`src/rtl/usb_tx.sv`:
```
// usb_tx: frame transmitter for the session link.
// Sends SYNC, PID, optional RAM payload and XOR checksum over a valid/ready byte port.
`timescale 1ns/1ps
module usb_tx #(
    parameter logic [7:0]  SYNC_BYTE = 8'h55,
    parameter logic [11:0] LEN_DATA  = 12'h240,
    parameter logic [11:0] LEN_PARAM = 12'h010
) (
    input  logic        clk,
    input  logic        rst,
    input  logic        fs_tx,
    output logic        fd_tx,
    input  logic [3:0]  tx_btype,
    input  logic [11:0] tx_ram_init,
    output logic [11:0] ram_addr,
    input  logic [7:0]  ram_rxd,
    output logic [7:0]  tx_data,
    output logic        tx_valid,
    input  logic        tx_ready
);

    // Bag type codes
    localparam logic [3:0] BAG_INIT  = 4'b0000;
    localparam logic [3:0] BAG_ACK   = 4'b0001;
    localparam logic [3:0] BAG_NAK   = 4'b0010;
    localparam logic [3:0] BAG_DATA0 = 4'b0011;
    localparam logic [3:0] BAG_DATA1 = 4'b0100;
    localparam logic [3:0] BAG_DIDX  = 4'b0101;
    localparam logic [3:0] BAG_DTEMP = 4'b1010;
    localparam logic [3:0] BAG_STL   = 4'b1011;
    localparam logic [3:0] BAG_ERROR = 4'b1100;

    typedef enum logic [3:0] {
        S_IDLE,
        S_PREP,
        S_SYNC,
        S_PID,
        S_RADDR,
        S_RWAIT,
        S_DATA,
        S_CSUM,
        S_DONE
    } state_t;

    state_t      state;
    state_t      state_nxt;

    logic [3:0]  btype;
    logic [11:0] base;
    logic [11:0] len;
    logic [11:0] count;
    logic [11:0] count_nxt;
    logic [7:0]  csum;
    logic [7:0]  byte_q;
    logic [7:0]  pid;
    logic        xfer;
    logic        last;

    // Payload-carrying bag types; everything else is header only.
    function automatic logic is_data(input logic [3:0] b);
        return (b == BAG_DATA0) || (b == BAG_DATA1) ||
               ((b >= BAG_DIDX) && (b <= BAG_DTEMP));
    endfunction

    // Payload length for a bag type (zero for header-only types).
    function automatic logic [11:0] len_of(input logic [3:0] b);
        logic [11:0] l;
        l = 12'h000;
        if ((b == BAG_DATA0) || (b == BAG_DATA1))
            l = LEN_DATA;
        else if (is_data(b))
            l = LEN_PARAM;
        return l;
    endfunction

    assign pid       = {~btype, btype};
    assign xfer      = tx_valid && tx_ready;
    assign count_nxt = count + 12'd1;
    assign last      = (count_nxt == len);
    assign ram_addr  = base + count;

    // State register
    always_ff @(posedge clk) begin
        if (rst)
            state <= S_IDLE;
        else
            state <= state_nxt;
    end

    // Next-state logic
    always_comb begin
        state_nxt = state;
        unique case (state)
            S_IDLE:  if (fs_tx) state_nxt = S_PREP;
            S_PREP:  state_nxt = (tx_btype == BAG_INIT) ? S_DONE : S_SYNC;
            S_SYNC:  if (xfer) state_nxt = S_PID;
            S_PID: begin
                if (xfer)
                    state_nxt = is_data(btype) ? S_RADDR : S_DONE;
            end
            S_RADDR: state_nxt = S_RWAIT;
            S_RWAIT: state_nxt = S_DATA;
            S_DATA: begin
                if (xfer)
                    state_nxt = last ? S_CSUM : S_RADDR;
            end
            S_CSUM:  if (xfer) state_nxt = S_DONE;
            S_DONE:  if (!fs_tx) state_nxt = S_IDLE;
            default: state_nxt = S_IDLE;
        endcase
    end

    // Output decode; all outputs depend only on registered state
    always_comb begin
        tx_valid = 1'b0;
        tx_data  = 8'h00;
        fd_tx    = 1'b0;
        unique case (state)
            S_SYNC: begin
                tx_valid = 1'b1;
                tx_data  = SYNC_BYTE;
            end
            S_PID: begin
                tx_valid = 1'b1;
                tx_data  = pid;
            end
            S_DATA: begin
                tx_valid = 1'b1;
                tx_data  = byte_q;
            end
            S_CSUM: begin
                tx_valid = 1'b1;
                tx_data  = csum;
            end
            S_DONE:  fd_tx = 1'b1;
            default: ;
        endcase
    end

    // Frame context, payload byte, counter and running checksum
    always_ff @(posedge clk) begin
        if (rst) begin
            btype  <= BAG_INIT;
            base   <= 12'h000;
            len    <= 12'h000;
            count  <= 12'h000;
            csum   <= 8'h00;
            byte_q <= 8'h00;
        end else begin
            unique case (state)
                S_PREP: begin
                    btype <= tx_btype;
                    base  <= tx_ram_init;
                    len   <= len_of(tx_btype);
                    count <= 12'h000;
                    csum  <= 8'h00;
                end
                S_PID: begin
                    if (xfer) csum <= pid;
                end
                S_RWAIT: byte_q <= ram_rxd;
                S_DATA: begin
                    if (xfer) begin
                        csum  <= csum ^ byte_q;
                        count <= count_nxt;
                    end
                end
                default: ;
            endcase
        end
    end

    // Codes recognised but carrying no payload; kept for readability of the map.
    logic unused_codes;
    assign unused_codes = ^{BAG_ACK, BAG_NAK, BAG_STL, BAG_ERROR};

endmodule

```
`config.mk`:
```
export PLATFORM = sky130hd
export DESIGN_NAME = usb_tx
export DESIGN_NICKNAME = d
export VERILOG_FILES = /design/src/rtl/usb_tx.sv
export SDC_FILE = /design/constraint.sdc
export NUM_CORES = 1
export LEC_CHECK = 0
export ABC_AREA = 1
export CAP_MARGIN = 20
export CORE_UTILIZATION = 55
export DETAILED_ROUTE_END_ITERATION = 10
export DONT_BUFFER_PORTS = 1
export PLACE_DENSITY = 0.7
export SYNTH_ARGS = -nofsm -noshare
export SYNTH_HDL_FRONTEND = slang
export SYNTH_SLANG_ARGS = --single-unit
```
`constraint.sdc`:
```
create_clock -name clk -period 4.9 [get_ports clk]
set_input_delay 1.225 -clock clk [delete_from_list [all_inputs] [get_ports clk]]
set_output_delay 1.225 -clock clk [all_outputs]
set_load 0.01 [all_outputs]
```
==> results of run 1 <==
cell usage after synthesis (3+ instances only):
library cell / instances / area share, %
sky130_fd_sc_hd__nand4_1: 9 / 1.8
sky130_fd_sc_hd__xnor2_1: 4 / 1.1
sky130_fd_sc_hd__o21ai_1: 5 / 0.81
sky130_fd_sc_hd__inv_1: 38 / 4.6
sky130_fd_sc_hd__nor2_1: 71 / 8.6
sky130_fd_sc_hd__nor2_2: 3 / 0.60
sky130_fd_sc_hd__nor2_4: 3 / 1.1
sky130_fd_sc_hd__a21oi_2: 3 / 0.85
sky130_fd_sc_hd__nand3_1: 22 / 3.5
sky130_fd_sc_hd__a21oi_1: 36 / 5.8
sky130_fd_sc_hd__nand2_2: 4 / 0.81
sky130_fd_sc_hd__o21bai_1: 3 / 0.73
sky130_fd_sc_hd__ha_1: 13 / 5.2
sky130_fd_sc_hd__buf_2: 3 / 0.48
sky130_fd_sc_hd__nand2_1: 116 / 14
sky130_fd_sc_hd__clkbuf_1: 8 / 0.97
sky130_fd_sc_hd__o21ai_0: 43 / 6.9
sky130_fd_sc_hd__xor2_1: 11 / 3.1
sky130_fd_sc_hd__inv_2: 4 / 0.48
sky130_fd_sc_hd__dfxtp_1: 50 / 32
cell type report:
type / count / area, um^2 / area share, %
well taps: 70 / 87.58 / 2.715
multi-input cells: 364 / 1884 / 58.42
flip-flops and latches: 50 / 1001 / 31.03
clock inverters: 1 / 5.005 / 0.1552
clock buffers: 7 / 86.33 / 2.676
inverters: 43 / 161.4 / 5.004
registers in the layout, indices dropped and copies added (netlist names):
signal	flops
len	2
csum	8
byte_q	8
count	12
state	4
base	12
btype	4
layer usage:
layer,track usage (%),wire (um),part of all wire (%)
met5,0,0,0
met2,43.66,3479,47
met4,9.434,165,2.2
met1,32.24,3480,47
met3,5.952,346,4.6
power by group:
| group | leakage (nW) | switching [mW] | internal, mW |
|---|---|---|---|
| Sequential | 0.406 | 0.0469 | 0.461 |
| Clock | 0.0482 | 0.139 | 0.114 |
| Combinational | 0.929 | 0.248 | 0.115 |
stage by stage:
| step | area (um^2) | power, mW |
|---|---|---|
| final | 3226 | 1.124 |
| after global routing | 3226 | 1.198 |
| after CTS | 3226 | 1.126 |
| after detailed placement | 3134 | 0.8776 |
| after global placement | 3134 | 0.8736 |
| after floorplan | 3103 | 0.8031 |
worst paths after layout:
path,end,from
worst max-delay path,ram_addr[8],count[0]
worst min-delay path,csum[3],csum[3]
worst max register to register,csum[1],state[3]
worst min register to register,csum[3],csum[3]
worst max-delay path, cell delays in order (launching register included):
cell and delay, ns:
sky130_fd_sc_hd__dfxtp_1 0.42, sky130_fd_sc_hd__ha_1 0.18, sky130_fd_sc_hd__inv_1 0.08, sky130_fd_sc_hd__fa_1 0.41, sky130_fd_sc_hd__inv_1 0.10, sky130_fd_sc_hd__nand3_1 0.06, sky130_fd_sc_hd__nand2_1 0.10, sky130_fd_sc_hd__nand2_1 0.06
sky130_fd_sc_hd__nand2_1 0.06, sky130_fd_sc_hd__nand2_1 0.06, sky130_fd_sc_hd__a21boi_0 0.23, sky130_fd_sc_hd__o21ai_0 0.11, sky130_fd_sc_hd__nand2_1 0.08, sky130_fd_sc_hd__xor2_1 0.25
cells by family after synthesis:
family | Yosys count | share of synthesized area (%)
DFF | 50 | 32.26
buffers and inverters | 55 | 7.016
AOI/OAI and AO/OA | 100 | 17.70
and+or+nand+nor | 234 | 32.18
xor gates and xnor gates | 16 | 4.959
adders and majority gates | 14 | 5.887
==> impl_summary.md, run 1 <==
Layout
The library cells used most frequently in the layout, excluding fill and tap cells, are sky130_fd_sc_hd__nand2_1, sky130_fd_sc_hd__nor2_1, sky130_fd_sc_hd__dfxtp_1, sky130_fd_sc_hd__o21ai_0, sky130_fd_sc_hd__inv_1. The utilization after layout is about three fifths. The net count of the finished layout is 506. The most common cell after layout, fill and taps aside is sky130_fd_sc_hd__nand2_1. The count of placed standard cells in the final layout, fillers left out is around 540. Cells with a size suffix above 1 make up 5.806% of the layout. The area growth from synthesis to layout is 3.951%. The count of inserted antenna diode cells is 0.

The number of filler cells placed in the layout is 519.

Place
The final RePlAce weighted congestion is a little under 0.9. Once placement completed, the tool counted placed cells totaling between 500 and 600. At the placement stage, the worst setup path has a slack of 1.524 ns. The count of input and output buffers is 0. The half-perimeter wire length of the detailed placement result is 5585 um.

Critical path
The maximum fanout encountered on the critical timing path is 5. By startpoint and endpoint, the worst setup path is classified as reg2out. The number of cells on the worst reg-to-reg path is 7. The setup check on the worst reg-to-reg path leaves a slack of approximately 2.3 ns. The critical path required time is 3.67 ns.

STA classifies the critical path endpoint as an output pin. The arrival time at the worst endpoint is approximately 2.5 ns. The element type at the critical path start is a flop.

Timing
The worst path needs ~3.7 ns of the cycle, external delays included. After layout, the worst path uses 75.86% of the clock period. For the final routed database, the setup TNS stands at 0 ns.

The setup-violating endpoint count in the final report is 0. The final setup skew is 0.004344 ns. The number of max-slew violations in the final report was 0. Hold timing on the final database bottoms out at a slack of approximately 0.49 ns. The timing-limited maximum frequency is 269.0 MHz.

The transition at the pin with the smallest max-transition slack is roughly 0.85 ns. The slack of the critical path is 1.183 ns. Setup repair after global routing left no endpoint under its margin. The count of endpoints failing hold in the final timing report came to 0. The worst relative slew slack is approximately 43%.

Clock tree
The quantity of hold-fixing buffers added after cts is 0. The clock tree synthesis step divided the H-tree into 2 levels. Post-CTS timing repair inserted 0 buffers for setup. CTS saw 50 sinks. The number of buffers on the longest clock path is 2. The worst-skew pair later-pin latency is approximately 0.30 ns. The clock transition time at the flip-flop clock pins of the worst setup and hold paths is roughly 0.09 ns.

TritonCTS built the clock tree. The number of CTS-inserted buffers is 5. Clock tree synthesis selected as its root buffer the cell sky130_fd_sc_hd__clkbuf_8. The post-cts sizing count is 0.

Power and ir drop
Across the VDD grid, the largest voltage drop is 0.1865 mV. Dividing total power by cell area gives a power density of between 300 and 400 nW/um^2. The total leakage power is about 1.4 nW.

Routing
The total wire length after detailed routing is roughly 7500 um. The post-route DRC violation count is 0. The remaining number of nets flagged by the antenna check after routing is 0.

The DRC marker count from the first detailed-route iteration is 121. The routed layout has 2,922 vias. Dividing the detail-routed wire length by the instance count gives 13.97 um. Before antenna repair, the detailed router went through 4 iterations.

In the routed layout, each cell is associated on average with a via count of ~5.5.

Synthesis
The summed instance area of the synthesized netlist is 3103 um^2. For this run, the number of Yosys warnings is 0. The number of enable-type register cells in the synthesized netlist is 0. The share of flip-flops with an asynchronous set or reset is 0%. The number of instances in the synthesized netlist is between 400 and 500. Synthesis inferred 50 register bits. The predominant post-synthesis flop cell is sky130_fd_sc_hd__dfxtp_1. The synthesized net count is ~510. The sequential-to-total area share from yosys stat is 32.26%. The count of different cell masters after synthesis is 37. The average instance in the mapped netlist occupies roughly 6.6 um^2.

GRT
The initial antenna violation count came to 0. The wire length of the first global-routing pass is between 10,000 and 15,000 um. The total routing resource utilization after global routing is between 20% and 30%.

The number of global-route vias before repair is 2,733. The largest net degree at the start of global routing is 28. Summed over all layers, the global routing overflow is 0.

Job
The tool flagged a number of max-cap violations equal to 0.

Floorplan
The vertical extent of the die is around 77 um. During I/O placement, the number of pins put on the boundary was 50. The cell row count is 26. The region available for standard cell placement spans around 5300 um^2.

The die is 77.11 um wide. The die covers ~5900 um^2. The starting density of the core is about three fifths.

Min path
The path type of the worst min-delay path is reg2reg. The worst hold path passes through 2 cells.

Status
The run finished with clean final reports.
(Power assumes the default switching activity.)
==> run 2, diff against run 1 <==
==> constraint.sdc (replaced) <==
create_clock -name clk -period 3.8 [get_ports clk]
set_input_delay 0.95 -clock clk [delete_from_list [all_inputs] [get_ports clk]]
set_output_delay 0.95 -clock clk [all_outputs]
set_load 0.01 [all_outputs]
==> run 2 against run 1 <==
Against the previous run: sequential cell count unchanged; worst hold slack worse by 0.0050 ns; wire length decreased by 1.9%; non-clock buffer count increased by 2; critical path depth unchanged; clock skew rose by 0.0059 ns; clock-buffer cell count is 1 higher; largest cell class unchanged.
==> impl_summary.md, run 2 (synthesized netlist as in run 1, its figures left out) <==
Place
The final RePlAce weighted congestion is 0.8664 (-0.20%). The count of input and output buffers is 0 (unchanged). The half-perimeter wire length of the detailed placement result came to 5555 um (-0.54%).

Critical path
The worst setup path is of the reg2out kind. The startpoint of the most critical setup path is count[0]. The endpoint class of the critical path is an output pin. The most numerous cell type found on the critical path is sky130_fd_sc_hd__nand2_1. The element type at the critical path start is a flop. The maximum fanout encountered on the critical timing path is 5 (unchanged). Traced cell by cell, the critical path runs through ha_1 > inv_1 > fa_1 > inv_1 > nand3_1 > nand2_1 > nand2_1 > nand2_1 > nand2_1 > a21boi_0 > o21ai_0 > nand2_1 > xor2_1. The critical path required time was 2.85 ns (-0.82 ns). The arrival time at the worst endpoint came to 2.44 ns (-0.05 ns).

For this design, the slowest cell found on the critical path is sky130_fd_sc_hd__dfxtp_1. In this run the critical register-to-register path is launched from state[2]. The delay of the slowest critical-path stage was 0.41 ns (about the same).

Power and ir drop
The power per standard cell area came to 458.6 nW/um^2 (+32%). The portion of total power attributed to combinational logic came to 31.9% (-0.4 points). The share of power burned in the clock network is 24.3% (+1.8 points). The total leakage power came to 1.403 nW (+1.4%).

The sequential power share is 43.8% (-1.3 points). The worst ir drop on vdd is 0.2678 mV (+44%). The internal power contribution is 0.9326 mW (+35%). The switching portion of total power came to 37.61% (-1.0 points). The switching power is 0.5622 mW (+30%).

Timing
Setup repair after global routing left no endpoint under its margin. The final setup skew is 0.01021 ns (+0.005870 ns). The transition at the pin with the smallest max-transition slack was 0.6226 ns (-0.2227 ns). The worst path needs ~3.4 ns of the cycle, external delays included. The setup-violating endpoint count in the final report came to 0 (unchanged). The number of max-slew violations in the final report is 0 (unchanged). The timing-limited maximum frequency is 295.0 MHz. After layout, the worst path uses slightly below 90% of the clock period. The final-layout setup total negative slack is 0 ns (unchanged).

The worst relative slew slack came to 58.45% (+15 points). The count of endpoints failing hold in the final timing report is 0 (unchanged).

Layout
The multi-input gate area in the final layout was 1884 um^2 (unchanged). The sequential cell area was 1001 um^2 (unchanged). The net count of the finished layout is 508 (+0.40%). The count of inserted antenna diode cells was 0 (unchanged). The number of filler cells placed in the layout was 511 (-1.5%). Leaving out fill and tap cells, the most frequent cell in the layout is sky130_fd_sc_hd__nand2_1. The utilization after layout is 61.85% (+0.64 points). From synthesis to final layout, the design area changed by 5.040%. The share of cells above drive strength 1 is 6.424% (+0.62 points). The top cell types in the final layout, fill and taps aside, are sky130_fd_sc_hd__nand2_1, sky130_fd_sc_hd__nor2_1, sky130_fd_sc_hd__dfxtp_1, sky130_fd_sc_hd__o21ai_0, sky130_fd_sc_hd__inv_1. The largest registers in the layout are base x12, count x12.

Job
The number of max-cap violations is 0 (unchanged).

Clock tree
The quantity of hold-fixing buffers added after cts is 0 (unchanged). TritonCTS built the clock tree. The buffer count from post-CTS setup fixing is 0 (unchanged). The clock transition time at the flip-flop clock pins of the worst setup and hold paths is 0.09 ns (about the same). The post-cts sizing count is 0 (unchanged). The worst-skew pair later-pin latency came to 0.30 ns (about the same). The total number of H-tree levels is 2 (unchanged). The root buffer cell is sky130_fd_sc_hd__clkbuf_8. The total number of clock tree sinks is 50 (unchanged).

The number of CTS-inserted buffers is 5 (unchanged). The number of buffers on the longest clock path is 2 (unchanged).

Routing
The DRC marker count from the first detailed-route iteration was 96 (-21%). The remaining number of nets flagged by the antenna check after routing is 0 (unchanged). The routed length per instance is 13.65 um (-2.3%).

The routed via count was 2,921 (-0.034%). The number of detailed-route iterations in the first pass is 4 (unchanged). The total wire length after detailed routing was 7332 um (-1.9%).

The post-route DRC violation count is 0 (unchanged). The per-cell via count in the routed design was 5.439 (-0.41%).

Floorplan
The vertical extent of the die is 77.11 um (unchanged). The number of primary I/O pins is 50 (unchanged). The die boundary width is 77.11 um (unchanged). The cell row count is 26 (unchanged). The overall die area came to 5946 um^2 (unchanged). The starting density of the core came to 58.88% (unchanged). The placeable core area was 5270 um^2 (unchanged).

GRT
The largest net degree at the start of global routing was 28 (unchanged). The total routing resource utilization after global routing is 26.12% (+0.16 points). The initial antenna violation count is 0 (unchanged). The total grt overflow came to 0 (unchanged). The wire length of the first global-routing pass is 12,420 um (about the same). The number of global-route vias before repair is 2,688 (-1.6%).

Min path
The min-delay analysis places its worst path in the category reg2reg. The startpoint identified for the worst hold timing path is csum[7].

Status
The flow ran to the end, and the final reports show no timing, DRC or antenna violations.
==> run 2: metal layers <==
layer  vias to the layer above  GRT usage, %  wire [um]
met5                         -             0          0
met4                         0         5.660         48
met3                         5         5.000        340
met2                        66         46.43       3517
met1                      1318         32.50       3425
li1                       1532             -          -
==> run 2: through the flow <==
| step | total power, mW | cells | setup slack (ns) | cell area (um^2) | hold slack (ns) |
|---|---|---|---|---|---|
| 6_report | 1.495 | 537 | 0.4101 | 3259 | 0.4828 |
| 3_3_place_gp | 1.131 | 529 | 0.7987 | 3149 | 0.4650 |
| 2_1_floorplan | 1.036 | 469 | 0.9344 | 3103 | 0.4567 |
| 3_5_place_dp | 1.140 | 529 | 0.7198 | 3149 | 0.4763 |
| 5_1_grt | 1.594 | 537 | 0.07746 | 3259 | 0.5044 |
| 4_1_cts | 1.501 | 537 | 0.3947 | 3259 | 0.4893 |
==> run 2: path summary, 6_finish.rpt <==
check / slack, ns / endpoint / cells past startpoint
setup / recovery: 0.41 / ram_addr[8] / 13
hold / removal: 0.48 / csum[7] / 2
setup reg to reg: 1.70 / csum[1] / 8
hold reg to reg: 0.48 / csum[7] / 2
==> run 2: layout make-up <==
cell class                      count  share of cell area (%)
Multi-Input combinational cell    364                   57.81
Sequential cell                    50                   30.71
Inverter                           43                   4.952
Clock buffer                        8                   3.378
Tap cell                           70                   2.687
Timing Repair Buffer                2                  0.4607
==> run 2: power groups by stage <==
stage                     clock [mW]  combinational, mW  sequential, mW
after CTS                      0.369              0.478           0.654
after global placement             0              0.467           0.664
after detailed placement           0              0.474           0.666
after global routing           0.394              0.538           0.663
final                          0.363              0.477           0.655
after floorplan                    0              0.393           0.643
==> run 2: worst max-delay path, delay by kind of cell, from the launching register on <==
| family | cells | cell delay [ns] |
|---|---|---|
| buffers and inverters | 2 | 0.16 |
| AND/OR/NAND/NOR | 6 | 0.44 |
| adder cells (fa/ha/maj) | 2 | 0.58 |
| XOR/XNOR | 1 | 0.24 |
| flip-flops | 1 | 0.41 |
| AO/OA/AOI/OAI | 2 | 0.33 |
